`src/rtl/mul_div_result_collector_if.sv`:
```
// Handshake bundle between the issue side, the mul_div result bus and the
// result consumer of mul_div_result_collector.
interface mul_div_result_collector_if #(
    parameter int N = 10
);
    logic           issue;
    logic           issue_sel;
    logic           issue_ready;
    logic [2*N-1:0] R;
    logic [4:0]     flags;
    logic           out_valid;
    logic           out_ready;
    logic [2*N-1:0] out_R;
    logic [4:0]     out_flags;
    logic           out_sel;
    logic           ovf_err;
    logic [15:0]    res_cnt;

    modport slave (
        input  issue, issue_sel, R, flags, out_ready,
        output issue_ready, out_valid, out_R, out_flags, out_sel, ovf_err, res_cnt
    );

    modport master (
        output issue, issue_sel, R, flags, out_ready,
        input  issue_ready, out_valid, out_R, out_flags, out_sel, ovf_err, res_cnt
    );
endinterface

```
`src/rtl/mul_div_result_collector.sv`:
```
// Tracks operations issued to a fixed-latency mul_div and captures each result,
// its flags and its operation type into a first-word-fall-through FIFO.
module mul_div_result_collector #(
    parameter int N     = 10,
    parameter int LAT   = 2,
    parameter int DEPTH = 4
) (
    input logic                    clk,
    input logic                    arst,
    mul_div_result_collector_if.slave bus
);
    localparam int AW = $clog2(DEPTH);
    localparam int CW = AW + 1;

    typedef struct packed {
        logic [2*N-1:0] r;
        logic [4:0]     f;
        logic           s;
    } entry_t;

    logic [LAT-1:0] valid_q, valid_d;
    logic [LAT-1:0] sel_q, sel_d;
    logic [AW-1:0]  wr_ptr_q, wr_ptr_d;
    logic [AW-1:0]  rd_ptr_q, rd_ptr_d;
    logic [CW-1:0]  count_q, count_d;
    logic           ovf_q, ovf_d;
    logic [15:0]    res_cnt_q, res_cnt_d;
    entry_t         mem_q [DEPTH];
    entry_t         head;
    entry_t         wr_entry;

    logic [4:0]     inflight;
    logic [5:0]     occupancy;
    logic           issue_ready;
    logic           empty, full, arrive, push, pop;

    always_comb begin
        valid_d    = '0;
        sel_d      = '0;
        valid_d[0] = bus.issue;
        sel_d[0]   = bus.issue_sel;
        for (int i = 1; i < LAT; i++) begin
            valid_d[i] = valid_q[i-1];
            sel_d[i]   = sel_q[i-1];
        end
    end

    // Credit check: a slot is reserved for every tag still travelling down the pipe.
    always_comb begin
        inflight = '0;
        for (int i = 0; i < LAT; i++) begin
            inflight = inflight + 5'(valid_q[i]);
        end
        occupancy   = 6'(count_q) + 6'(inflight);
        issue_ready = occupancy < 6'(DEPTH);
    end

    always_comb begin
        empty      = (count_q == '0);
        full       = (count_q == CW'(DEPTH));
        arrive     = valid_q[LAT-1];
        pop        = !empty && bus.out_ready;
        push       = arrive && (!full || pop);
        wr_entry.r = bus.R;
        wr_entry.f = bus.flags;
        wr_entry.s = sel_q[LAT-1];
        wr_ptr_d   = push ? wr_ptr_q + AW'(1) : wr_ptr_q;
        rd_ptr_d   = pop ? rd_ptr_q + AW'(1) : rd_ptr_q;
        count_d    = count_q + CW'(push) - CW'(pop);
        ovf_d      = ovf_q | (bus.issue & ~issue_ready);
        res_cnt_d  = res_cnt_q + 16'(pop);
    end

    always_ff @(posedge clk or negedge arst) begin
        if (!arst) begin
            valid_q   <= '0;
            sel_q     <= '0;
            wr_ptr_q  <= '0;
            rd_ptr_q  <= '0;
            count_q   <= '0;
            ovf_q     <= 1'b0;
            res_cnt_q <= '0;
        end else begin
            valid_q   <= valid_d;
            sel_q     <= sel_d;
            wr_ptr_q  <= wr_ptr_d;
            rd_ptr_q  <= rd_ptr_d;
            count_q   <= count_d;
            ovf_q     <= ovf_d;
            res_cnt_q <= res_cnt_d;
        end
    end

    // Storage needs no reset: nothing is visible unless the count says it is valid.
    always_ff @(posedge clk) begin
        if (push) begin
            mem_q[wr_ptr_q] <= wr_entry;
        end
    end

    assign head            = mem_q[rd_ptr_q];
    assign bus.issue_ready = issue_ready;
    assign bus.out_valid   = !empty;
    assign bus.out_R       = empty ? '0 : head.r;
    assign bus.out_flags   = empty ? '0 : head.f;
    assign bus.out_sel     = empty ? 1'b0 : head.s;
    assign bus.ovf_err     = ovf_q;
    assign bus.res_cnt     = res_cnt_q;
endmodule

```
`src/flat_wrapper.sv`:
```
// flat-port wrapper written by rule: the top's interface ports become plain ports
module mul_div_result_collector_flat 
#(
    parameter int N     = 10,
    parameter int LAT   = 2,
    parameter int DEPTH = 4
)
  (clk, arst, bus_issue, bus_issue_sel, bus_R, bus_flags, bus_out_ready, bus_issue_ready, bus_out_valid, bus_out_R, bus_out_flags, bus_out_sel, bus_ovf_err, bus_res_cnt);
  mul_div_result_collector_if #(.N(N)) bus_i ();
  input logic clk;
  input logic arst;
  input wire logic [$bits(bus_i.issue)-1:0] bus_issue;
  input wire logic [$bits(bus_i.issue_sel)-1:0] bus_issue_sel;
  input wire logic [$bits(bus_i.R)-1:0] bus_R;
  input wire logic [$bits(bus_i.flags)-1:0] bus_flags;
  input wire logic [$bits(bus_i.out_ready)-1:0] bus_out_ready;
  output wire logic [$bits(bus_i.issue_ready)-1:0] bus_issue_ready;
  output wire logic [$bits(bus_i.out_valid)-1:0] bus_out_valid;
  output wire logic [$bits(bus_i.out_R)-1:0] bus_out_R;
  output wire logic [$bits(bus_i.out_flags)-1:0] bus_out_flags;
  output wire logic [$bits(bus_i.out_sel)-1:0] bus_out_sel;
  output wire logic [$bits(bus_i.ovf_err)-1:0] bus_ovf_err;
  output wire logic [$bits(bus_i.res_cnt)-1:0] bus_res_cnt;
  assign bus_i.issue = bus_issue;
  assign bus_i.issue_sel = bus_issue_sel;
  assign bus_i.R = bus_R;
  assign bus_i.flags = bus_flags;
  assign bus_i.out_ready = bus_out_ready;
  assign bus_issue_ready = bus_i.issue_ready;
  assign bus_out_valid = bus_i.out_valid;
  assign bus_out_R = bus_i.out_R;
  assign bus_out_flags = bus_i.out_flags;
  assign bus_out_sel = bus_i.out_sel;
  assign bus_ovf_err = bus_i.ovf_err;
  assign bus_res_cnt = bus_i.res_cnt;
  mul_div_result_collector #(.N(N), .LAT(LAT), .DEPTH(DEPTH)) u_core (.clk(clk), .arst(arst), .bus(bus_i));
endmodule
```
`config.mk`:
```
export PLATFORM = sky130hd
export DESIGN_NAME = mul_div_result_collector_flat
export DESIGN_NICKNAME = d
export VERILOG_FILES = /design/src/rtl/mul_div_result_collector_if.sv /design/src/rtl/mul_div_result_collector.sv /design/src/flat_wrapper.sv
export SDC_FILE = /design/constraint.sdc
export NUM_CORES = 1
export LEC_CHECK = 0
export ABC_CLOCK_PERIOD_IN_PS = 2610
export CAP_MARGIN = 20
export CORE_UTILIZATION = 35
export DETAILED_ROUTE_END_ITERATION = 8
export RECOVER_POWER = 25
export SLEW_MARGIN = 0
export SYNTH_ARGS = -nofsm -noshare
export SYNTH_HDL_FRONTEND = slang
export SYNTH_SLANG_ARGS = --single-unit
```
`constraint.sdc`:
```
create_clock -name clk -period 2.61 [get_ports clk]
set_clock_uncertainty 0.05 [all_clocks]
set_input_delay 0.6525 -clock clk [delete_from_list [all_inputs] [get_ports clk]]
set_output_delay 0.6525 -clock clk [all_outputs]
set_load 0.005 [all_outputs]
```
==> out/results.ini <==
[outcome]
status=finished with violations
violations=max-capacitance violations, max-slew violations, negative setup slack

[final_layout]
nNetsFinal=434
antenna_cells=0
postLayoutCoreUtil_pct=50.1
finalInstanceArea_mm2=0.00725
drive_above_1_share_pct=36.8
syn_to_final_growth_pct=39.7

[logic_synthesis]
synthCells=268
synth_top_area_cell=edfxtp_1
syn-num-nets=307
synth_top_area_share_pct=60.1
synth.distinct_cells=30
ys_ff_latch=132
synth.area.top_cells=edfxtp_1 60%, dfrtp_1 13%, mux4_2 11%
yosysWarnings=0
synth_edf_count=104
avgSynthCellArea_um2=19.4
synth_commonest_cells=104 x edfxtp_1, 31 x and2_1, 28 x dfrtp_1
yosysMostFrequentCell=edfxtp_1
netlist_area_mm2=0.00519
synth-seq-area-share_pct=73.6
ys.flop_type=edfxtp_1
synthArstFlopShare_pct=21.2

[drt]
wire_per_inst_um=17.2
wl_met3_um=437
drc=0
vias_per_cell=4.69
drt_iter0_drc=159
ant_nets=0
wl_um=10200
num_vias=2774
maxUsedRoutingLayer=met4
dr_wl_met2_um=5240
first_pass_iters=4
wl_met1_um=4330

[global_routing]
antenna_found_initial=0
grt_usage_pct=15.1
grt_pass1_vias=2953
grt-ovfl-total=0
grt_max_degree=29
grt_pass1_wl_um=16000

[clock_network]
cts_hold_buffers=0
clock_path_buffers=2
cts-root-buf=clkbuf_16
cts_tree=built
numCtsBuffers=17
htree_levels=4
insertion_delay_ns=0.41
clk_pin_slew_ns=0.05
numClockSinks=132

[setup_path]
start_kind=flip-flop
slowest_delay_ns=0.43
crit_family=buffers and inverters
path_cells=buf_12 -> buf_12 -> buf_12 -> buf_6 -> mux4_2 -> and2_4 -> buf_6
crit_arrival_ns=2.01
cpMaxStageDelayCell=dfrtp_2
crit_type=reg2out
crit_buf_inv=5
end_kind=output pin
reg2reg_slack_ns=0.62
required_ns=1.91
crit_top_cell=buf_12
critical_path.max_fanout=5

[timing]
fin_crit_sh_pct=104
max_slew_margin_pct=-1.10
setup_ws_ns=-0.107
drv_slew=29
finalHoldViolCount=0
fmax_ghz=0.368
min_period_ns=2.72
tightest_slew_ns=1.52
setup_viol=9
rsz0062_at_grt=yes

[power_and_ir_drop]
ir_drop_mv=0.619
p_leak_nw=2.75
power_density_mw_per_mm2=1160
total_power_mw=8.38

[run]
maxCapViolations=1

[placement]
numPortBuffers=74
gp_congestion=0.786
place_ws_ns=0.0580
dpl_cell_area_mm2=0.00639
dp_hpwl_um=6270

[die]
core_area_mm2=0.0145
die-height_um=124
die_w_um=124
rows=44
dieArea_mm2=0.0153
ioPinCount=75
initial_utilization_pct=35.9

[worst_hold_path]
hp-class=reg2reg

worst reg2reg max path: stages, from the launching register on:
cell and delay, ns:
dfrtp_1 0.38, or3_4 0.19, buf_16 0.16, and3_1 0.17, ha_1 0.17, nand2_1 0.08, nor4_1 0.38, nand3_1 0.15
xnor2_1 0.14
timing repair:
action / CTS / global route
cloned: 2 / 0
setup endpoints to repair: 28 / 26
pin swaps: 21 / 4
setup buffers: 15 / 4
gates resized for setup: 102 / 28
final cells by class:
cell class,count,area [µm²]
clock buffers,25,548
clock inverters,7,40.0
fillers,1212,7230
inverters,6,22.5
multi-input cells,121,1370
flip-flops and latches,132,3820
well taps,184,230
repair buffers,117,1220
worst paths after layout:
check	startpoint	endpoint	cells after the start
min in group asynchronous	arst	u_core.sel_q[1]$_DFF_PN0_	2
hold reg to reg	u_core.sel_q[0]$_DFF_PN0_	u_core.sel_q[1]$_DFF_PN0_	0
hold / removal	u_core.sel_q[0]$_DFF_PN0_	u_core.sel_q[1]$_DFF_PN0_	0
setup / recovery	u_core.rd_ptr_q[0]$_DFFE_PN0P_	bus_out_R[14]	7
setup reg to reg	u_core.count_q[1]$_DFF_PN0_	u_core.bus.res_cnt[14]$_DFF_PN0_	8
max in group asynchronous	arst	u_core.rd_ptr_q[0]$_DFFE_PN0P_	2
kinds of logic after synthesis:
group / Yosys count / share of synthesized area, %
buffers and inverters: 15 / 1.28
multiplexers: 27 / 11.5
AND/OR/NAND/NOR: 60 / 6.87
flip-flops: 132 / 73.6
XOR/XNOR: 20 / 3.37
AO/OA/AOI/OAI: 5 / 1.06
adder cells (fa/ha/maj): 9 / 2.31
cell usage in the layout (no fill, tap or decap), drive strengths merged:
cell type      netlist  routed
a311oi               1       1
and2                31      31
and3                 3       3
buf                  5      56
clkbuf               4      33
clkdlybuf4s15        0       2
clkdlybuf4s50        0      35
clkinv               0       5
clkinvlp             0       2
dfrtp               28      28
dlygate4sd2          0       4
dlygate4sd3          0      12
edfxtp             104     104
fa                   1       1
ha                   8       8
inv                  6       6
mux2i                1       1
mux4                26      26
nand2                5       5
nand3                6       6
nand4                3       3
nor2                 4       4
nor3                 4       4
nor4                 1       1
o21ai                1       1
o21bai               1       1
o31ai                1       1
o41a                 1       1
or2                  1       1
or3                  2       2
xnor2               10      10
xor2                10      10
per-stage QoR:
stage          hold slack [ns]  TNS [ns]  cells
2_1_floorplan            0.281         0    268
3_3_place_gp             0.288         0    540
3_5_place_dp             0.294         0    540
4_1_cts                  0.306     -1.33    589
5_1_grt                  0.323     -1.61    592
6_report                 0.302    -0.404    592
flip-flops by register name, indices dropped and copies added (netlist names):
signal and cells:
u_core.bus.ovf_err 1, u_core.bus.res_cnt 16, u_core.count_q 3, u_core.mem_q 104, u_core.rd_ptr_q 2, u_core.sel_q 2
u_core.valid_q 2, u_core.wr_ptr_q 2
report_power, final:
part | internal [mW] | switching, mW
logic | 2.01 | 1.21
registers | 2.73 | 0.170
clock network | 1.44 | 0.820
layer usage:
metal | GRT usage [%] | up-vias
met5 | 0 | -
met4 | 7.91 | 0
met3 | 4.17 | 14
met2 | 24.8 | 63
met1 | 18.1 | 1407
li1 | - | 1290
Power figures use the tool's default switching activity.
